`config.mk`:
```
export PLATFORM = sky130hd
export DESIGN_NAME = mm_lsu_port
export DESIGN_NICKNAME = d
export VERILOG_FILES = /design/src/rtl/mm_lsu_port.sv
export SDC_FILE = /design/constraint.sdc
export NUM_CORES = 1
export LEC_CHECK = 0
export BUFFER_PORTS_ARGS = -buffer_cell sky130_fd_sc_hd__buf_4
export CAP_MARGIN = 20
export CORE_MARGIN = 3
export CORE_UTILIZATION = 55
export DETAILED_ROUTE_END_ITERATION = 10
export GPL_ROUTABILITY_DRIVEN = 0
export PLACE_DENSITY = 0.75
export SLEW_MARGIN = 20
export SYNTH_ARGS = -nofsm -noshare
export SYNTH_HDL_FRONTEND = slang
export SYNTH_SLANG_ARGS = --single-unit
```
`constraint.sdc`:
```
create_clock -name clk -period 3 [get_ports clk]
set_input_delay 0.45 -clock clk [delete_from_list [all_inputs] [get_ports clk]]
set_output_delay 0.45 -clock clk [all_outputs]
set_load 0.05 [all_outputs]
```
`src/rtl/mm_lsu_port.sv`:
```
// mm_lsu_port: accelerator load/store responder.
// Posts writes into a FIFO and serializes reads and drains onto one port.
module mm_lsu_port #(
  parameter int WB_DEPTH = 4
) (
  input  logic        clk,
  input  logic        rst_n,
  input  logic        lsu_ren,
  input  logic        lsu_wen,
  input  logic [1:0]  lsu_type,
  input  logic [31:0] lsu_addr_base,
  input  logic [31:0] lsu_addr_offset,
  input  logic [31:0] lsu_wdata,
  output logic        lsu_done,
  output logic [31:0] lsu_rdata,
  output logic        lsu_err,
  output logic        mem_req,
  output logic        mem_we,
  output logic [3:0]  mem_be,
  output logic [31:0] mem_addr,
  output logic [31:0] mem_wdata,
  input  logic        mem_gnt,
  input  logic        mem_rvalid,
  input  logic [31:0] mem_rdata,
  output logic        wb_empty
);

  localparam int AW = $clog2(WB_DEPTH);
  localparam logic [1:0] DATA_WORD = 2'b00;
  localparam logic [1:0] DATA_HALF = 2'b01;

  typedef enum logic [1:0] {
    RD_IDLE,
    RD_REQ,
    RD_WAIT,
    RD_RESP
  } rd_state_e;

  typedef struct packed {
    logic [29:0] addr;
    logic [3:0]  be;
    logic [31:0] wdata;
  } wb_ent_t;

  rd_state_e     state_q, state_d;
  wb_ent_t       wb_q [WB_DEPTH];
  wb_ent_t       wb_d [WB_DEPTH];
  logic [AW-1:0] wr_ptr_q, wr_ptr_d;
  logic [AW-1:0] rd_ptr_q, rd_ptr_d;
  logic [AW:0]   cnt_q, cnt_d;
  logic [31:0]   rd_ea_q, rd_ea_d;
  logic [1:0]    rd_type_q, rd_type_d;
  logic [31:0]   rdata_q, rdata_d;

  logic [31:0] ea;
  logic        is_byte, is_half, is_word;
  logic        misalign, idle, req_err;
  logic        wb_full, wb_emp;
  logic        push, pop, start_rd;
  logic [3:0]  wr_be;
  logic [31:0] wr_data;
  logic [31:0] rd_shift;
  logic [31:0] rd_ext;

  assign ea = lsu_addr_base + lsu_addr_offset;

  always_comb begin
    is_byte = 1'b0;
    is_half = 1'b0;
    is_word = 1'b0;
    unique case (1'b1)
      (lsu_type == DATA_WORD): is_word = 1'b1;
      (lsu_type == DATA_HALF): is_half = 1'b1;
      default:                 is_byte = 1'b1;
    endcase
  end

  assign misalign = (is_half & ea[0]) | (is_word & (|ea[1:0]));
  assign idle     = (state_q == RD_IDLE);
  assign wb_emp   = (cnt_q == '0);
  assign wb_full  = (cnt_q == (AW+1)'(WB_DEPTH));

  // ren+wen together is a protocol error, reported like a misalignment
  assign req_err  = idle & (lsu_ren | lsu_wen)
                  & (misalign | (lsu_ren & lsu_wen));
  assign push     = idle & lsu_wen & ~lsu_ren & ~misalign & ~wb_full;
  assign pop      = idle & ~wb_emp & mem_gnt;
  assign start_rd = idle & lsu_ren & ~lsu_wen & ~misalign & wb_emp;

  always_comb begin
    wr_be   = 4'h0;
    wr_data = '0;
    unique case (1'b1)
      is_word: begin
        wr_be   = 4'hF;
        wr_data = lsu_wdata;
      end
      is_half: begin
        wr_be   = 4'b0011 << ea[1:0];
        wr_data = {2{lsu_wdata[15:0]}};
      end
      default: begin
        wr_be   = 4'b0001 << ea[1:0];
        wr_data = {4{lsu_wdata[7:0]}};
      end
    endcase
  end

  assign rd_shift = mem_rdata >> {rd_ea_q[1:0], 3'b000};

  always_comb begin
    rd_ext = rd_shift;
    unique case (1'b1)
      (rd_type_q == DATA_WORD): rd_ext = rd_shift;
      (rd_type_q == DATA_HALF): rd_ext = {16'h0, rd_shift[15:0]};
      default:                  rd_ext = {24'h0, rd_shift[7:0]};
    endcase
  end

  always_comb begin
    wb_d = wb_q;
    if (push) begin
      wb_d[wr_ptr_q] = '{addr: ea[31:2], be: wr_be, wdata: wr_data};
    end
    wr_ptr_d = wr_ptr_q + AW'(push);
    rd_ptr_d = rd_ptr_q + AW'(pop);
    cnt_d    = cnt_q + (AW+1)'(push) - (AW+1)'(pop);
  end

  always_comb begin
    state_d   = state_q;
    rd_ea_d   = rd_ea_q;
    rd_type_d = rd_type_q;
    rdata_d   = rdata_q;
    unique case (state_q)
      RD_IDLE: begin
        if (start_rd) begin
          state_d   = RD_REQ;
          rd_ea_d   = ea;
          rd_type_d = lsu_type;
        end
      end
      RD_REQ: begin
        if (mem_gnt) state_d = RD_WAIT;
      end
      RD_WAIT: begin
        if (mem_rvalid) begin
          state_d = RD_RESP;
          rdata_d = rd_ext;
        end
      end
      RD_RESP: state_d = RD_IDLE;
    endcase
  end

  // The read FSM owns the port while busy; drains only run from idle
  always_comb begin
    mem_req   = 1'b0;
    mem_we    = 1'b0;
    mem_be    = 4'h0;
    mem_addr  = '0;
    mem_wdata = '0;
    if (state_q == RD_REQ) begin
      mem_req  = 1'b1;
      mem_be   = 4'hF;
      mem_addr = {rd_ea_q[31:2], 2'b00};
    end else if (idle && !wb_emp) begin
      mem_req   = 1'b1;
      mem_we    = 1'b1;
      mem_be    = wb_q[rd_ptr_q].be;
      mem_addr  = {wb_q[rd_ptr_q].addr, 2'b00};
      mem_wdata = wb_q[rd_ptr_q].wdata;
    end
  end

  assign lsu_done  = rst_n & ((state_q == RD_RESP) | req_err | push);
  assign lsu_err   = rst_n & req_err;
  assign lsu_rdata = rdata_q;
  assign wb_empty  = wb_emp;

  always_ff @(posedge clk or negedge rst_n) begin
    if (!rst_n) begin
      state_q   <= RD_IDLE;
      wr_ptr_q  <= '0;
      rd_ptr_q  <= '0;
      cnt_q     <= '0;
      rd_ea_q   <= '0;
      rd_type_q <= '0;
      rdata_q   <= '0;
      for (int i = 0; i < WB_DEPTH; i++) begin
        wb_q[i] <= '0;
      end
    end else begin
      state_q   <= state_d;
      wr_ptr_q  <= wr_ptr_d;
      rd_ptr_q  <= rd_ptr_d;
      cnt_q     <= cnt_d;
      rd_ea_q   <= rd_ea_d;
      rd_type_q <= rd_type_d;
      rdata_q   <= rdata_d;
      for (int i = 0; i < WB_DEPTH; i++) begin
        wb_q[i] <= wb_d[i];
      end
    end
  end

endmodule

```
# Word-level counts from Yosys, hierarchy flattened
# Cells that the tools add are included.
# totals
elab_cells	103
reg_bits	339
input_bits	136
# op_classes
reduce_logical	11
eq_ne	9
shifts	3
bitwise	29
n_mux	24
n_addsub	5
order_cmp	3
# ops
cell	count
$bwmux W264	1
$mux W66	3
$bmux W66 S2	1
$demux W66 S2	1
$mux W32	4
$pmux W32 S2	2
$add A32 B32 Y32	1
$shr A32 B5 Y32	1
$and A1 B1 Y1	17
$mux W4	2
$pmux W2 S4	1
$pmux W4 S2	1
$eq A2 B1 Y1 const B	3
$ge A3 B3 Y1 const B	2
$logic_not A2 Y1	3
$mux W2	3
$not A2 Y3	2
$mux W1	5
$not A1 Y1	5
$or A1 B1 Y1	5
$add A2 B1 Y2	2
$eq A2 B2 Y1 const B	2
$ne A2 B2 Y1 const B	2
$reduce_and A2 Y1	2
12 further kinds	13

# Depth between registers and ports, before layout
# logic_depth
depth_word	9
ltp_mapped	14
ltp_nobuf	13

# Least setup slack after synthesis
# OpenSTA, ideal clock, no wires.
# synth_path
kind	register -> register
startpoint	register cnt_q[1]
endpoint	register cnt_q[2]
t_arrival_ns	3.293
n_path_buf	1
slack_ns	-0.419
path_stages_with_launch	12
cell_sequence	dfrtp_1 nor3_1 nor2b_1 clkbuf_1 and2_1 ha_1 inv_1 ha_1 inv_1 fa_1 xnor2_1 xnor2_1
# synth_via
elab_chain_len	5
word_cells_on_any_way	9
classes_between	add/sub: 2; eq/ne: 1; bitwise: 5; reduce/logical: 1
# synth_rtl
element	line_no	source
from (decl)	50	logic [AW:0] cnt_q, cnt_d;
from (signal assigned)	197	cnt_q <= cnt_d;
$logic_not A3 Y1	80	assign wb_emp = (cnt_q == '0);
named net wb_empty	25	output logic wb_empty
$not A1 Y1	87	assign pop = idle & ~wb_emp & mem_gnt;
$and A1 B1 Y1 (2 in a row)	87	
$sub A3 B1 Y3	127	cnt_d = cnt_q + (AW+1)'(push) - (AW+1)'(pop);
named net cnt_d[2]	50	
# The timed path passes the listed nets, and every way through them passes these cells.
# A chain may end at the register's enable or synchronous reset.

# Worst setup path after layout
# layout_path
startpoint	register state_q[1]
endpoint	output mem_addr[14]
# layout_via
elab_chain_len	4
word_cells_on_any_way	5
classes_between	eq/ne: 1; mux: 2; reduce/logical: 2
# layout_rtl
element	line_no	source
from (decl)	45	rd_state_e state_q, state_d;
from (signal assigned)	194	state_q <= state_d;
$logic_not A2 Y1	79	assign idle = (state_q == RD_IDLE);
$logic_and A1 B1 Y1	167	end else if (idle && !wb_emp) begin
$mux W32	167	
$mux W32 *	163	if (state_q == RD_REQ) begin
to (decl)	20	output logic [31:0] mem_addr,
# Every way passes the cells marked *; elsewhere a longest branch is shown, timed or not.

==> impl_metrics.yaml <==
outcome:
  status: "finished, final reports clean"
timing:
  hold_viol: 0
  setup_violations: 0
  tightest_slew_ns: 0.948
  rsz0062_at_grt: "false"
  drv_slew: 0
  period_needed_ns: 2.88
  fmax_ghz: 0.347
  worst_clock_skew_ns: 0.0143
  maxSlewHeadroom_pct: 36.8
  finalCritPeriodShare_pct: 96.2
route:
  wl_per_cell_um: 20.7
  via_per_inst: 6.02
  drt_first_pass_iters: 5
  ant_nets: 0
  drt_wl_total_mm: 49.0
  num_vias: 14236
  route.detailed.drc: 0
  drt_iter0_drc: 1183
worst_setup_path:
  critPathSlowestCell: "dfrtp_1"
  max_stage_delay_ns: 0.42
  endpoint_kind: "output port"
  cp-startpoint: "state_q[1]$_DFFE_PN0P_"
  crit_type: "flip-flop to output port"
  cp_top_family: "buffers and inverters"
  crit_arrival_ns: 2.43
  cp_max_fo: 16
  path_cells: "inv_1 -> ha_2 -> nor2b_2 -> and2_4 -> buf_12 -> a22o_1 -> buf_4"
  critPathLaunchType: "flip-flop"
  crit_buf_inv: 3
  rr_startpoint: "state_q[1]$_DFFE_PN0P_"
  cp.required_ns: 2.55
synthesis:
  seq_area_frac_synth_pct: 48.2
  synth_warnings: 0
  synthMostInstantiatedCell: "nand2_1"
  synthCells: 1698
  synth_cell_types: 76
  synthArstFlopShare_pct: 100
  synth_edf_count: 0
  synth.largest_area_cell: "dfrtp_1"
  synth_flop_cell: "dfrtp_1"
  netlist.area_leader.share_pct: 48.2
  synthTopCellsByArea: "dfrtp_1 (48%), nand2_1 (10%), mux4_2 (8.5%)"
  avgSynthCellArea_um2: 10.4
  ys_seq_elements: 339
  synth_common_cells: "nand2_1 (471), dfrtp_1 (339), o21ai_0 (147)"
  mappedNetlistArea_um2: 17600
pwr:
  p_leak_uw: 0.0107
  power_density_nw_per_um2: 984
  power_uw: 21300
  ir_drop_mv: 0.417
cells_and_area:
  stdcell_area_um2: 21600
  fin_nets: 2122
  utilization_pct: 69.5
  fillers: 2330
  drive_gt1_share_pct: 29.4
  diodes: 0
  synthToLayoutAreaGrowth_pct: 22.8
global_routing:
  grt_use_total_pct: 28.3
  grt_antenna_before_repair: 1
  grt_pass1_vias: 14368
  grt_pass1_wl_mm: 76.8
  grt-ovfl-total: 0
  grt_max_degree: 162
floorplanning:
  die_area_um2: 34200
  die_height_um: 185
  start_util_pct: 56.6
  pin_count: 241
  std_cell_rows: 64
  chipWidth_um: 185
  core_um2: 31100
placement:
  post-dp-hpwl_mm: 32.1
  io_buffers: 238
  dpl_cell_area_um2: 20200
clock_tree:
  clk_pin_slew_ns: 0.06
  cts_max_path_buffers: 3
  clock_latency_ns: 0.52
  cts_tree: "done"
  clock-root-buffer: "clkbuf_16"
  htree_levels: 2
  cts_sinks: 339
  cts_buffers: 37
hold_path:
  hp-start: "mem_rdata[26]"
  hold_path.class: "input port to flip-flop"
flow_run:
  maxCapViolCount: 0
-- state kept, by name (all words and copies together) (netlist names) --
register	flops
wb_q	264
lsu_rdata	32
rd_ea_q	32
cnt_q	3
rd_ptr_q	2
rd_type_q	2
state_q	2
wr_ptr_q	2
-- power by group --
group          total (µW)  internal [µW]  switching [µW]
combinational        9120           3840            5280
sequential           7480           6400            1070
clock                4670           2840            1820
-- final timing paths --
path                       slack, ns  cells after the start                         to
setup reg to reg                0.47                     11         cnt_q[2]$_DFF_PN0_
min in group asynchronous       0.44                      2      wb_q[139]$_DFFE_PN0P_
max in group asynchronous       1.34                      3      wb_q[250]$_DFFE_PN0P_
setup / recovery                0.12                      7               mem_addr[14]
hold / removal                  0.17                      2  lsu_rdata[26]$_DFFE_PN0P_
hold reg to reg                 0.47                      2      wb_q[109]$_DFFE_PN0P_
-- cell families (layout without fill, tap and decap cells) --
logic type      count (synthesis)  count (layout)  share of synthesized area, %
compound gates                333             333                          12.5
xor+xnor                       26              26                          1.29
fa+ha+maj                      43              43                          3.13
buf+inv                       137             406                          3.19
flops                         339             339                          48.2
mux                           193             193                          16.4
other cells                     1               2                        0.0213
simple gates                  626             626                          15.2
-- what timing repair did --
action,4_1_cts,5_1_grt
endpoints found under the setup margin,34,24
cloned,0,1
hold endpoints to repair,45,0
gates resized for setup,0,3
buffers inserted,1,8
pin swaps,0,0
hold buffers,1,0
-- area by class of cell --
cell class                 instances  area, µm²  area share, %
clock buffer                      55       1120           5.20
clock inverter                     8        125          0.579
inverter                          14       55.1          0.255
multi-input combinational       1223       8610           39.9
sequential                       339       8490           39.3
tap                              396        495           2.29
timing repair buffer             329       2690           12.5
-- cells in the final DEF (no fill, tap or decap), types with 3 or more instances in the layout --
| cell | count |
|---|---|
| a211o_1 | 12 |
| a211oi_1 | 11 |
| a21o_1 | 23 |
| a21oi_1 | 39 |
| a22o_1 | 47 |
| a31oi_1 | 3 |
| and2_1 | 6 |
| and3_1 | 39 |
| buf_12 | 14 |
| buf_4 | 311 |
| bufinv_16 | 3 |
| clkbuf_1 | 5 |
| clkbuf_16 | 38 |
| clkbuf_8 | 13 |
| dfrtp_1 | 337 |
| ha_1 | 38 |
| inv_1 | 11 |
| mux2_2 | 82 |
| mux2_4 | 5 |
| mux2i_1 | 40 |
| mux4_2 | 66 |
| nand2_1 | 471 |
| nand2b_1 | 6 |
| nand3_1 | 18 |
| nand4_1 | 16 |
| nor2_1 | 22 |
| nor2b_1 | 13 |
| nor3_1 | 10 |
| o211ai_1 | 5 |
| o21a_1 | 6 |
| o21ai_0 | 147 |
| o21bai_1 | 3 |
| o31ai_1 | 9 |
| xnor2_1 | 12 |
| xor2_1 | 13 |
-- per-stage QoR --
step,instances,setup TNS (ns),setup slack (ns),hold WS (ns)
floorplan,1699,0,0.0129,0.154
global placement,2290,-0.0923,-0.0884,0.399
detailed placement,2290,-0.545,-0.141,0.398
CTS,2355,0,0.00878,0.154
global route,2364,0,0.0128,0.161
finish,2364,0,0.115,0.169
-- layer usage --
metal | vias up | share of wire [%] | global-route usage, %
li1 | 6470 | - | -
met1 | 7096 | 42 | 39.6
met2 | 586 | 48 | 46.1
met3 | 82 | 7.3 | 4.85
met4 | 2 | 2.4 | 8.37
met5 | - | 0.027 | 0
No activity file was read; power rests on OpenSTA's default activity.
